--- src/rtl/fetch_dec_queue.sv ---
`default_nettype none
// +------------------------------------------------------------------------+
// | fetch_dec_queue: circular instruction buffer between fetch and decode,  |
// | compacting FW-wide fetch beats and presenting DW oldest entries.        |
// | Revision: 1.0                                                           |
// +------------------------------------------------------------------------+
`ifndef AddrWidth
`define AddrWidth 32
`endif
`ifndef InstWidth
`define InstWidth 32
`endif

module fetch_dec_queue #(
  parameter int ADDR  = `AddrWidth,
  parameter int INST  = `InstWidth,
  parameter int FW    = 2,
  parameter int DW    = 2,
  parameter int DEPTH = 8,
  parameter int CNT   = $clog2(DEPTH + 1),
  parameter int TK    = $clog2(DW + 1)
) (
  input  logic               clk,
  input  logic               reset,
  input  logic [FW-1:0]      in_e_,
  input  logic [FW*ADDR-1:0] in_pc,
  input  logic [FW*INST-1:0] in_inst,
  input  logic               dec_flush_,
  input  logic               dec_stop,
  output logic               dec_stall,
  output logic [DW-1:0]      out_e_,
  output logic [DW*ADDR-1:0] out_pc,
  output logic [DW*INST-1:0] out_inst,
  input  logic [TK-1:0]      dec_take,
  output logic [CNT-1:0]     count
);

  localparam int PW = $clog2(DEPTH);
  localparam logic [CNT:0] DEPTH_C = (CNT + 1)'(DEPTH);
  localparam logic [CNT:0] FW_C    = (CNT + 1)'(FW);

  logic [CNT-1:0] count_q, count_d;
  logic [PW-1:0]  rd_ptr_q, rd_ptr_d;
  logic [PW-1:0]  wr_ptr_q, wr_ptr_d;

  logic [ADDR-1:0] mem_pc   [DEPTH];
  logic [INST-1:0] mem_inst [DEPTH];

  logic           accept;
  logic [CNT-1:0] n_in;
  logic [PW-1:0]  ofs [FW];
  logic [CNT-1:0] vis;
  logic [CNT-1:0] take_ext;
  logic [CNT-1:0] n_out;

  // Conservative: free space is judged from registered count only.
  assign dec_stall = (DEPTH_C - {1'b0, count_q}) < FW_C;
  assign accept    = dec_flush_ & ~dec_stall;
  assign count     = count_q;

  // Each valid slot lands after all valid slots below it, closing holes.
  always_comb begin
    n_in = '0;
    for (int i = 0; i < FW; i++) begin
      ofs[i] = PW'(n_in);
      if (!in_e_[i]) n_in = n_in + CNT'(1);
    end
  end

  always_comb begin
    if (dec_stop || !dec_flush_) begin
      vis = '0;
    end else if (count_q > CNT'(DW)) begin
      vis = CNT'(DW);
    end else begin
      vis = count_q;
    end
  end

  assign take_ext = CNT'(dec_take);
  assign n_out    = (take_ext < vis) ? take_ext : vis;

  always_comb begin
    out_e_   = '1;
    out_pc   = '0;
    out_inst = '0;
    for (int j = 0; j < DW; j++) begin
      if (CNT'(j) < vis) begin
        out_e_[j]                = 1'b0;
        out_pc[j*ADDR +: ADDR]   = mem_pc[rd_ptr_q + PW'(j)];
        out_inst[j*INST +: INST] = mem_inst[rd_ptr_q + PW'(j)];
      end
    end
  end

  always_comb begin
    rd_ptr_d = rd_ptr_q;
    wr_ptr_d = wr_ptr_q;
    count_d  = count_q;
    if (!dec_flush_) begin
      rd_ptr_d = '0;
      wr_ptr_d = '0;
      count_d  = '0;
    end else begin
      rd_ptr_d = rd_ptr_q + PW'(n_out);
      if (accept) begin
        wr_ptr_d = wr_ptr_q + PW'(n_in);
        count_d  = count_q + n_in - n_out;
      end else begin
        count_d  = count_q - n_out;
      end
    end
  end

  always_ff @(posedge clk or posedge reset) begin
    if (reset) begin
      rd_ptr_q <= '0;
      wr_ptr_q <= '0;
      count_q  <= '0;
    end else begin
      rd_ptr_q <= rd_ptr_d;
      wr_ptr_q <= wr_ptr_d;
      count_q  <= count_d;
    end
  end

  // Storage carries no reset; pointers alone define what is valid.
  always_ff @(posedge clk) begin
    for (int i = 0; i < FW; i++) begin
      if (accept && !in_e_[i]) begin
        mem_pc[wr_ptr_q + ofs[i]]   <= in_pc[i*ADDR +: ADDR];
        mem_inst[wr_ptr_q + ofs[i]] <= in_inst[i*INST +: INST];
      end
    end
  end

endmodule

`default_nettype wire

--- config.mk ---
export PLATFORM = sky130hd
export DESIGN_NAME = fetch_dec_queue
export DESIGN_NICKNAME = d
export VERILOG_FILES = /design/src/rtl/fetch_dec_queue.sv
export SDC_FILE = /design/constraint.sdc
export NUM_CORES = 1
export LEC_CHECK = 0
export CORE_ASPECT_RATIO = 0.9
export CORE_MARGIN = 3
export CORE_UTILIZATION = 50
export DETAILED_ROUTE_END_ITERATION = 10
export GPL_TIMING_DRIVEN = 0
export PLACE_DENSITY_LB_ADDON = 0.2
export RECOVER_POWER = 25
export SYNTH_ARGS = -nofsm -noshare
export SYNTH_HDL_FRONTEND = slang
export SYNTH_SLANG_ARGS = --single-unit
--- constraint.sdc ---
create_clock -name clk -period 5.1 [get_ports clk]
set_input_delay 1.02 -clock clk [delete_from_list [all_inputs] [get_ports clk]]
set_output_delay 1.02 -clock clk [all_outputs]
set_load 0.02 [all_outputs]
==> flow_summary.json <==
{
  "seq_area_um2": 15630,
  "cpMaxStageDelayCell": "buf_1",
  "dpl_cell_area_um2": 34840,
  "finalSetupViolations": 0,
  "crit_path_max_fanout": 10,
  "dp_hpwl_mm": 59.74,
  "grt_pass1_wl_mm": 137.7,
  "finalHoldViolCount": 0,
  "slew_headroom_pct": 22.00,
  "synth_top_area_share_pct": 49.82,
  "port_buffers": 270,
  "pwr_density_cell_nw_per_um2": 475.6,
  "overflow": 0,
  "rr_startpoint": "count[2]$_DFF_PP0_",
  "post-route-util_pct": 60.13,
  "rsz0062_at_grt": "no",
  "critPathLaunch": "rd_ptr_q[0]$_DFF_PP0_",
  "crit_cells": 7,
  "multi_input_area_um2": 14250,
  "cts_made_buffers": 56,
  "insertion_delay_ns": 0.62,
  "endpoint": "out_inst[38]",
  "irDropWorstVdd_mv": 0.2636,
  "grt_max_degree": 48,
  "status": "finished, final reports clean",
  "min_path_cells": 2,
  "p_sw_share_pct": 35.97,
  "cts.clk_slew.worst_paths_ns": 0.06,
  "vias": 19780,
  "core_area_um2": 60410,
  "maxCapViolCount": 0,
  "worst_pin_slew_ns": 1.170,
  "wl_mm": 94.31,
  "reg2reg_slack_ns": 0.61,
  "syn_to_final_growth_pct": 17.71,
  "wire_per_inst_um": 30.90,
  "ys_seq_area_share_pct": 50.63,
  "fin_ws_ns": 0.1532,
  "fin_cells": 3052,
  "ys_ff_latch": 522,
  "grt_antenna_before_repair": 14,
  "drive_gt1_share_pct": 35.28,
  "root_buffer": "clkbuf_16",
  "synth_area_leader_cell": "edfxtp_1",
  "drc": 0,
  "whs_ns": 0.6695,
  "fin_skew_ns": 0.02333,
  "end_kind": "output port",
  "hp-class": "reg -> reg",
  "totalPowerFinal_mw": 17.28,
  "synth.avg_cell_area_um2": 16.37,
  "synth_edf_count": 512,
  "dp_worst_setup_slack_ns": -0.4133,
  "p_comb_share_pct": 44.9,
  "placement_rows": 85,
  "syn-cell-area_um2": 30860,
  "die_h_um": 241.7,
  "ant_nets": 0,
  "nNetsFinal": 2380,
  "yosys_warnings": 0,
  "clk_path_buf_depth": 3,
  "max_freq_ghz": 0.2022,
  "dr.pass1.iters": 5,
  "worstPathArrival_ns": 3.93,
  "path_cells": "ha_1 -> buf_2 -> buf_1 -> mux4_2 -> nand2_1 -> a21oi_1 -> clkdlybuf4s50_1",
  "startpoint_type": "register",
  "p_sw_mw": 6.214,
  "worstPathRequired_ns": 4.08,
  "drv_slew": 0,
  "fill_cells": 4592,
  "p_seq_share_pct": 32.9,
  "netlist_top_cells_area": "edfxtp_1, mux4_2, mux2_2",
  "synth_cell_types": 50,
  "synthArstFlopShare_pct": 1.916,
  "critPathMaxStageDelay_ns": 0.76,
  "p_int_mw": 11.06,
  "grt_use_total_pct": 29.13,
  "dp.cells": 2946,
  "gp_congestion": 0.8256,
  "synthFlopType": "edfxtp_1",
  "num_io_pins": 271,
  "htreeDepth": 2,
  "period_share_pct": 97.00,
  "cts_hold_buf": 0,
  "power_leakage_nw": 11.54,
  "via_per_inst": 6.481,
  "fin_area_um2": 36330,
  "cpLargestDelayFamily": "buffers and inverters",
  "synth_common_cells": "edfxtp_1, mux2_2, mux4_2",
  "rr_worst_depth": 14,
  "syn_inst": 1885,
  "critPathKind": "reg -> out",
  "fp.dieW_um": 267.9,
  "r2r-end": "count[3]$_DFF_PP0_",
  "cts_tree": "yes",
  "clockPowerShare_pct": 22.1,
  "dieArea_um2": 64740,
  "min_period_ns": 4.947,
  "clock_sinks": 522,
  "grt_pass1_vias": 20820,
  "fin_tns_setup_ns": 0,
  "critical_path_buf_inv_count": 3,
  "start_util_pct": 51.09,
  "drt-initial-drc-count": 2068,
  "synth_most_common_cell": "edfxtp_1",
  "synth_fp_nets": 2044
}
-- cells in the final DEF, fill, tap and decap left out, drive strengths merged, types with 7 or more instances in the layout --
| master | instances |
|---|---|
| edfxtp | 512 |
| mux4 | 256 |
| clkbuf | 126 |
| a21oi | 75 |
| mux2i | 66 |
| inv | 18 |
| clkinv | 26 |
| nor2 | 69 |
| diode | 7 |
| clkdlybuf4s50 | 263 |
| ha | 18 |
| mux2 | 513 |
| dfrtp | 10 |
| buf | 99 |
| a211oi | 8 |
| nand2 | 132 |
-- worst min path at each step --
stage,start,to,slack [ns]
floorplan,wr_ptr_q[2]$_DFFE_PP0P_,wr_ptr_q[2]$_DFFE_PP0P_,0.60
global placement,wr_ptr_q[2]$_DFFE_PP0P_,wr_ptr_q[2]$_DFFE_PP0P_,0.64
detailed placement,wr_ptr_q[2]$_DFFE_PP0P_,wr_ptr_q[2]$_DFFE_PP0P_,0.65
CTS,wr_ptr_q[2]$_DFFE_PP0P_,wr_ptr_q[2]$_DFFE_PP0P_,0.66
global route,wr_ptr_q[2]$_DFFE_PP0P_,wr_ptr_q[2]$_DFFE_PP0P_,0.71
finish,wr_ptr_q[2]$_DFFE_PP0P_,wr_ptr_q[2]$_DFFE_PP0P_,0.67
-- logic make-up after synthesis --
| logic type | after synthesis | synth area share [%] |
|---|---|---|
| buffers and inverters | 166 | 3.272 |
| AND/OR/NAND/NOR | 223 | 2.895 |
| multiplexers | 835 | 39.65 |
| flip-flops | 522 | 50.63 |
| other | 1 | 0.01215 |
| adder cells (fa/ha/maj) | 23 | 1.054 |
| AO/OA/AOI/OAI | 107 | 2.258 |
| XOR/XNOR | 8 | 0.2271 |
-- per-layer routing --
metal  routed length [um]  GRT usage (%)
met5                   92              0
met4                 2365          8.275
met3                 8676          6.577
met2                46470          47.85
met1                36700          39.16
-- layout make-up --
cell class	instances	area share (%)
multi-input cells	1197	39.24
plain buffers	149	2.215
repair buffers	278	8.053
inverters	17	0.1757
flip-flops and latches	522	43.01
well taps	783	2.697
diodes	7	0.04822
clock inverters	29	0.4960
clock buffers	70	4.061
-- tightest hold or removal path, cell delays in order (launching register included) --
cell	delay (ns)
dfrtp_1	0.43
nand2_1	0.10
o21ai_0	0.09
-- sequential cells by signal (all words and copies together), names as in the netlist --
signal / count
mem_pc: 256
rd_ptr_q: 3
wr_ptr_q: 3
mem_inst: 256
count: 4
-- power by group through the flow --
stage / Combinational, mW / Sequential, mW / Clock, mW
6_report: 7.76 / 5.69 / 3.83
5_1_grt: 8.21 / 5.74 / 4.02
4_1_cts: 7.84 / 5.68 / 3.85
3_5_place_dp: 7.79 / 5.76 / 0
3_3_place_gp: 7.59 / 5.78 / 0
2_1_floorplan: 5.03 / 5.70 / 0
-- timing repair --
action	in CTS	in global routing
endpoints found under the setup margin	70	28
buffers inserted	0	0
resized for setup	16	6
Note: power is estimated with default switching activity, not from simulation.
